<file path="config.mk">
export PLATFORM = sky130hd
export DESIGN_NAME = ysyx_23060201_mem_arb
export DESIGN_NICKNAME = d
export VERILOG_FILES = /design/src/rtl/ysyx_23060201_mem_arb.sv
export SDC_FILE = /design/constraint.sdc
export NUM_CORES = 1
export LEC_CHECK = 0
export ABC_CLOCK_PERIOD_IN_PS = 1900
export CAP_MARGIN = 15
export CORE_ASPECT_RATIO = 0.7
export CORE_UTILIZATION = 35
export DETAILED_ROUTE_END_ITERATION = 6
export PLACE_DENSITY = 0.8
export SKIP_LAST_GASP = 1
export SLEW_MARGIN = 20
export SYNTH_ARGS = -nofsm -noshare
export SYNTH_HDL_FRONTEND = slang
export SYNTH_SLANG_ARGS = --single-unit
</file>
<file path="constraint.sdc">
create_clock -name clk -period 1.9 [get_ports clk]
set_clock_uncertainty 0.15 [all_clocks]
set_input_delay 0.19 -clock clk [delete_from_list [all_inputs] [get_ports clk]]
set_output_delay 0.19 -clock clk [all_outputs]
set_load 0.02 [all_outputs]
</file>
<file path="src/rtl/ysyx_23060201_mem_arb.sv">
// Two-master (IFU, LSU) to one-slave memory arbiter with a one-entry request buffer.
// Round-robin tie-break, single outstanding transaction, combinational response forwarding.
module ysyx_23060201_mem_arb #(
    parameter int ADDR_WIDTH = 32,
    parameter int DATA_WIDTH = 32
) (
    input  logic                    clk,
    input  logic                    rst_n,
    // IFU (read-only master)
    input  logic                    ifu_req_valid_i,
    output logic                    ifu_req_ready_o,
    input  logic [ADDR_WIDTH-1:0]   ifu_addr_i,
    output logic                    ifu_resp_valid_o,
    input  logic                    ifu_resp_ready_i,
    output logic [DATA_WIDTH-1:0]   ifu_rdata_o,
    // LSU
    input  logic                    lsu_req_valid_i,
    output logic                    lsu_req_ready_o,
    input  logic [ADDR_WIDTH-1:0]   lsu_addr_i,
    input  logic                    lsu_wen_i,
    input  logic [DATA_WIDTH-1:0]   lsu_wdata_i,
    input  logic [DATA_WIDTH/8-1:0] lsu_wmask_i,
    output logic                    lsu_resp_valid_o,
    input  logic                    lsu_resp_ready_i,
    output logic [DATA_WIDTH-1:0]   lsu_rdata_o,
    // memory slave
    output logic                    mem_req_valid_o,
    input  logic                    mem_req_ready_i,
    output logic [ADDR_WIDTH-1:0]   mem_addr_o,
    output logic                    mem_wen_o,
    output logic [DATA_WIDTH-1:0]   mem_wdata_o,
    output logic [DATA_WIDTH/8-1:0] mem_wmask_o,
    input  logic                    mem_resp_valid_i,
    output logic                    mem_resp_ready_o,
    input  logic [DATA_WIDTH-1:0]   mem_rdata_i,
    output logic                    busy_o
);
    localparam int MASK_W = DATA_WIDTH / 8;

    localparam logic [1:0] IDLE  = 2'd0;
    localparam logic [1:0] ISSUE = 2'd1;
    localparam logic [1:0] WAIT  = 2'd2;

    logic [1:0]            state_q, state_d;
    logic                  owner_q, owner_d;
    logic                  last_q,  last_d;
    logic [ADDR_WIDTH-1:0] addr_q,  addr_d;
    logic                  wen_q,   wen_d;
    logic [DATA_WIDTH-1:0] wdata_q, wdata_d;
    logic [MASK_W-1:0]     wmask_q, wmask_d;

    logic in_idle, in_issue, in_wait;
    logic win_ifu, win_lsu;
    logic resp_hs;

    assign in_idle  = (state_q == IDLE);
    assign in_issue = (state_q == ISSUE);
    assign in_wait  = (state_q == WAIT);

    // On a tie the master that was not served last wins (last_q: 0 = IFU, 1 = LSU).
    assign win_lsu = lsu_req_valid_i & (~ifu_req_valid_i | ~last_q);
    assign win_ifu = ifu_req_valid_i & (~lsu_req_valid_i |  last_q);

    assign ifu_req_ready_o = in_idle & win_ifu;
    assign lsu_req_ready_o = in_idle & win_lsu;

    assign mem_req_valid_o  = in_issue;
    assign mem_addr_o       = addr_q;
    assign mem_wen_o        = wen_q;
    assign mem_wdata_o      = wdata_q;
    assign mem_wmask_o      = wmask_q;
    assign mem_resp_ready_o = in_wait & (owner_q ? lsu_resp_ready_i : ifu_resp_ready_i);

    assign ifu_resp_valid_o = in_wait & ~owner_q & mem_resp_valid_i;
    assign lsu_resp_valid_o = in_wait &  owner_q & mem_resp_valid_i;
    assign ifu_rdata_o      = (in_wait & ~owner_q) ? mem_rdata_i : '0;
    assign lsu_rdata_o      = (in_wait &  owner_q) ? mem_rdata_i : '0;

    assign busy_o  = ~in_idle;
    assign resp_hs = mem_resp_valid_i & mem_resp_ready_o;

    always_comb begin
        state_d = state_q;
        owner_d = owner_q;
        last_d  = last_q;
        addr_d  = addr_q;
        wen_d   = wen_q;
        wdata_d = wdata_q;
        wmask_d = wmask_q;
        case (state_q)
            IDLE: begin
                if (lsu_req_ready_o) begin
                    state_d = ISSUE;
                    owner_d = 1'b1;
                    addr_d  = lsu_addr_i;
                    wen_d   = lsu_wen_i;
                    wdata_d = lsu_wdata_i;
                    wmask_d = lsu_wmask_i;
                end else if (ifu_req_ready_o) begin
                    state_d = ISSUE;
                    owner_d = 1'b0;
                    addr_d  = ifu_addr_i;
                    wen_d   = 1'b0;
                    wdata_d = '0;
                    wmask_d = '0;
                end
            end
            ISSUE: if (mem_req_ready_i) state_d = WAIT;
            WAIT: begin
                if (resp_hs) begin
                    state_d = IDLE;
                    last_d  = owner_q;
                end
            end
            default: state_d = IDLE;
        endcase
    end

    always_ff @(posedge clk or negedge rst_n) begin
        if (!rst_n) begin
            state_q <= IDLE;
            owner_q <= 1'b0;
            last_q  <= 1'b0;
            addr_q  <= '0;
            wen_q   <= 1'b0;
            wdata_q <= '0;
            wmask_q <= '0;
        end else begin
            state_q <= state_d;
            owner_q <= owner_d;
            last_q  <= last_d;
            addr_q  <= addr_d;
            wen_q   <= wen_d;
            wdata_q <= wdata_d;
            wmask_q <= wmask_d;
        end
    end
endmodule

</file>
# Yosys cells after proc, flatten, opt, wreduce, memory -nomap -nowiden
# Index checks and enable logic that the tools add are counted.
[classes]
eq_ne = 5
mux = 17
bitwise_logic = 17
reduce_logical = 5
[op_table]
columns = ["cell", "count"]
rows = [
  ["$mux 32", 6],
  ["$and 1x1->1", 10],
  ["$mux 2", 4],
  ["$mux 4", 2],
  ["$pmux 2 s3", 1],
  ["$not 1->1", 5],
  ["$mux 1", 4],
  ["$ne 2x1->1 const B", 2],
  ["$reduce_and 2->1", 2],
  ["$ne 3x3->1 const B", 1],
  ["$reduce_and 3->1", 1],
  ["$eq 2x1->1 const B", 1],
  ["$eq 2x2->1 const B", 1],
  ["$logic_not 2->1", 1],
  ["$or 1x1->1", 2],
  ["$reduce_bool 2->1", 1],
]
[totals]
register_bits = 73
inputBits = 141
out_inout_bits = 140

# Longest topological paths before layout
[logic_depth]
ltp_word = 7
mapped_depth = 6
ltp_nobuf = 4

# Least setup slack after synthesis
# OpenSTA, ideal clock, no wires.
[synth_timing]
path_kind = "reg-to-output"
start = "register state_q[1]"
end = "output port ifu_rdata_o[10]"
arrival_time_ns = 1.246
required_ns = 1.560
setup_slack_ns = 0.314
path_stages_with_launch = 6
n_path_buf = 2
path_cell_list = "dfrtp_1 nor2b_1 buf_4 and2b_4 buf_4 and2_1"
[synth_between]
elab_chain_cells = 3
[synth_rtl]
columns = ["element", "line_no", "text"]
rows = [
  ["from (decl)", "44", "logic [1:0] state_q, state_d;"],
  ["from (signal assigned)", "129", "state_q <= state_d;"],
  ["$eq 2x2->1", "58", "assign in_wait = (state_q == WAIT);"],
  ["$and 1x1->1", "76", "assign ifu_rdata_o = (in_wait & ~owner_q) ? mem_rdata_i : '0;"],
  ["$mux 32", "76", ""],
  ["to (decl)", "15", "output logic [DATA_WIDTH-1:0] ifu_rdata_o,"],
]
# No other way between the ends.

# Worst setup path after layout
[layout_timing]
start = "register state_q[0]"
end = "output port ifu_rdata_o[11]"
# Same word-level chain as after synthesis.

==> results.cfg <==
[pwr]
netSwitchingPower_mw = 4.08
p_leak_nw = 3.35
p_clk_share_pct = 17.5
p_int_mw = 6.29
combPwrFrac_pct = 57.2
p_per_area_nw_per_um2 = 1400
switching_share_pct = 39.4
peakVddDrop_mv = 0.711
report.power.total_mw = 10.4
power_frac_seq_pct = 25.4

[critical_path]
start_kind = flip-flop
endpoint_kind = primary output
path_common_cell = buf_4
path_buf_inv = 3
crit_type = flip-flop to primary output
critical_path.top_delay_family = simple AND/OR/NAND/NOR gates
crit_path_start = state_q[0]
cpMaxStageDelayCell = dfrtp_1
rr_startpoint = state_q[1]
cp.required_ps = 1560
max_stage_delay_ps = 410
critPathArrivalTime_ps = 1670
crit_path_max_fanout = 8
worstSetupPathDepth = 6
path_cells = nor2b_4 > buf_4 > and2b_4 > buf_4 > and2_1 > buf_4
r2r_cells = 7

[sta]
rsz0062_at_grt = yes
fmax_ghz = 0.497
finalCritPeriodShare_pct = 106
finalSetupViolCount = 64
slew_headroom_pct = 56.7
min_period_ps = 2010
tightest_slew_ps = 648
finalHoldViolations = 0
finalSetupTns_ps = -3330
setup_ws_ps = -111
slew_violations = 0

[yosys]
ys_seq_area_share_pct = 47.6
synthTopCellsByArea = dfrtp_1, and3_1, a22o_1
yosysTopAreaCell = dfrtp_1
synth_edf_count = 0
synth_seq_cells = 73
synthTopCellsByCount = dfrtp_1, and3_1, a22o_1
ys_async_sr_fraction_pct = 100
ys_types = 26
synth_top_family_by_area = simple AND/OR/NAND/NOR gates
synth_warnings = 0
synth.most_common_cell = dfrtp_1
synth_compound_area_share_pct = 20.7
synth-simple-area-share_pct = 24.7
synth.area.mux_share_pct = 0.587
synthCells = 371
synth_nets = 512
synth_area_per_cell_um2 = 10.3
synth_xor_xnor_area_share_pct = 0
synthAdderAreaFrac_pct = 0
synth_top_cell_area_share_pct = 47.6
synth_top_flop_cell = dfrtp_1
netlist_area_um2 = 3840

[global_route]
grt_max_degree = 43
antenna_found_initial = 0
overflow = 0
grt_pass1_vias = 4161
grt_util_all_layers_pct = 25.3
grt_pass1_wl_um = 22200

[clock_tree]
numCtsBuffers = 9
clock-sinks = 73
cts-root-buf = clkbuf_16
clkLatencyLatePin_ps = 320
clockBufferDepth = 2
htreeDepth = 3
cts_tree = built
clkSlewWorstSetupHoldPaths_ps = 60

[final_layout]
synthToLayoutAreaGrowth_pct = 93.0
nNetsFinal = 798
stdcell_area_um2 = 7410
drive_above_1_share_pct = 23.9
antenna_cells = 0

[drt]
wl_met2_um = 7500
remaining_drc_errors = 0
wl_met1_um = 6630
drt_iter0_drc = 215
vias_per_cell = 5.27
drtAntennaViolNets = 0
vias = 4270
dr_wl_met3_um = 1100
top_layer_used = met4
wl_per_cell_um = 19.0
wirelength_um = 15400
first_pass_iters = 4

[min_path]
hp-class = input port to async pin

[floorplanning]
rows = 31
coreArea_um2 = 10500
dieArea_um2 = 11400
start_util_pct = 36.5
die_y_um = 89.6
ios = 281
chipWidth_um = 127

[placement]
io_buffer_count = 280
dpl_cell_area_um2 = 6770
dp_hpwl_um = 10500
place_congestion = 0.805

[outcome]
violations = setup timing
outcome = complete, but fails checks

[run]
drv_cap = 0
[power groups by stage]
stage / clock network (mW) / logic (mW) / registers, mW
floorplan: 0 / 2.15 / 3.34
global placement: 0 / 5.39 / 2.61
detailed placement: 0 / 5.49 / 2.63
CTS: 1.85 / 5.57 / 2.63
global route: 1.94 / 6.27 / 2.70
finish: 1.81 / 5.92 / 2.63
[worst register-to-register path, cell delays in order, from the launching register on]
cell	delay (ps)
dfrtp_1	390
buf_4	140
buf_4	140
nor2_4	120
buf_4	220
o21ai_2	80
buf_4	230
a22o_1	230
[path summary, 6_finish.rpt]
path	end	slack [ps]
max reg2reg	mem_wdata_o[1]	90
max in group asynchronous	mem_addr_o[6]	830
min in group clk	mem_addr_o[10]	300
max	ifu_rdata_o[11]	-110
min	mem_addr_o[17]	190
min reg2reg	mem_wdata_o[6]	350
[cells in the final DEF, fill, tap and decap left out, types with 2 or more instances in the layout]
cell | Yosys | final
nor2_4 | 1 | 2
and2_4 | 1 | 5
and3_1 | 65 | 45
buf_12 | 1 | 2
dfrtp_1 | 73 | 73
clkdlybuf4s50_1 | 0 | 208
and2_1 | 34 | 30
buf_4 | 6 | 54
bufinv_16 | 0 | 2
buf_6 | 0 | 39
o2111ai_1 | 32 | 32
nor2_1 | 3 | 2
clkbuf_16 | 0 | 10
dlygate4sd2_1 | 0 | 2
a22o_1 | 38 | 38
o21ai_0 | 33 | 33
and3_4 | 0 | 20
clkinv_2 | 0 | 2
nand3b_1 | 32 | 32
mux2_2 | 2 | 2
and2b_4 | 1 | 2
clkdlybuf4s15_2 | 0 | 8
inv_1 | 3 | 3
[cell families (layout without fill, tap and decap cells)]
group / Yosys count / after routing
DFF: 73 / 73
buffers and inverters: 48 / 337
and+or+nand+nor: 143 / 145
AOI/OAI and AO/OA: 105 / 105
muxes: 2 / 2
[area by class of cell]
cell class | instances | area, um^2
Clock buffer | 11 | 243
Clock inverter | 5 | 78.8
Fill cell | 783 | 3100
Inverter | 3 | 11.3
Multi-Input combinational cell | 252 | 1910
Sequential cell | 73 | 1830
Tap cell | 148 | 185
Timing Repair Buffer | 318 | 3150
[repair_timing]
item	CTS	global route
gates resized for setup	284	117
setup buffers	10	3
hold buffers	1	0
setup endpoints to repair	71	69
hold endpoints to repair	31	0
cloned	3	1
[sequential cells by signal, summed over array words and instances, names as in the netlist]
| register | cells |
|---|---|
| state_q | 2 |
| owner_q | 1 |
| last_q | 1 |
| mem_wmask_o | 4 |
| mem_addr_o | 32 |
| mem_wdata_o | 32 |
| mem_wen_o | 1 |
[layer usage]
metal | GRT usage [%] | up-vias
met3 | 7.17 | 15
met5 | 0 | -
met1 | 32.7 | 2079
met4 | 8.77 | 0
met2 | 41.6 | 209
li1 | - | 1967
[metrics by stage]
| step | hold WS, ps | utilization, % | setup WS (ps) | cells |
|---|---|---|---|---|
| after global routing | 225 | 70.5 | -174 | 810 |
| after global placement | 3.95 | 64.4 | -200 | 776 |
| final | 190 | 70.5 | -111 | 810 |
| after floorplan | -256 | - | 314 | 371 |
| after CTS | 194 | 66.8 | -125 | 806 |
| after detailed placement | 10.0 | 64.4 | -325 | 776 |
(Power assumes the default switching activity.)
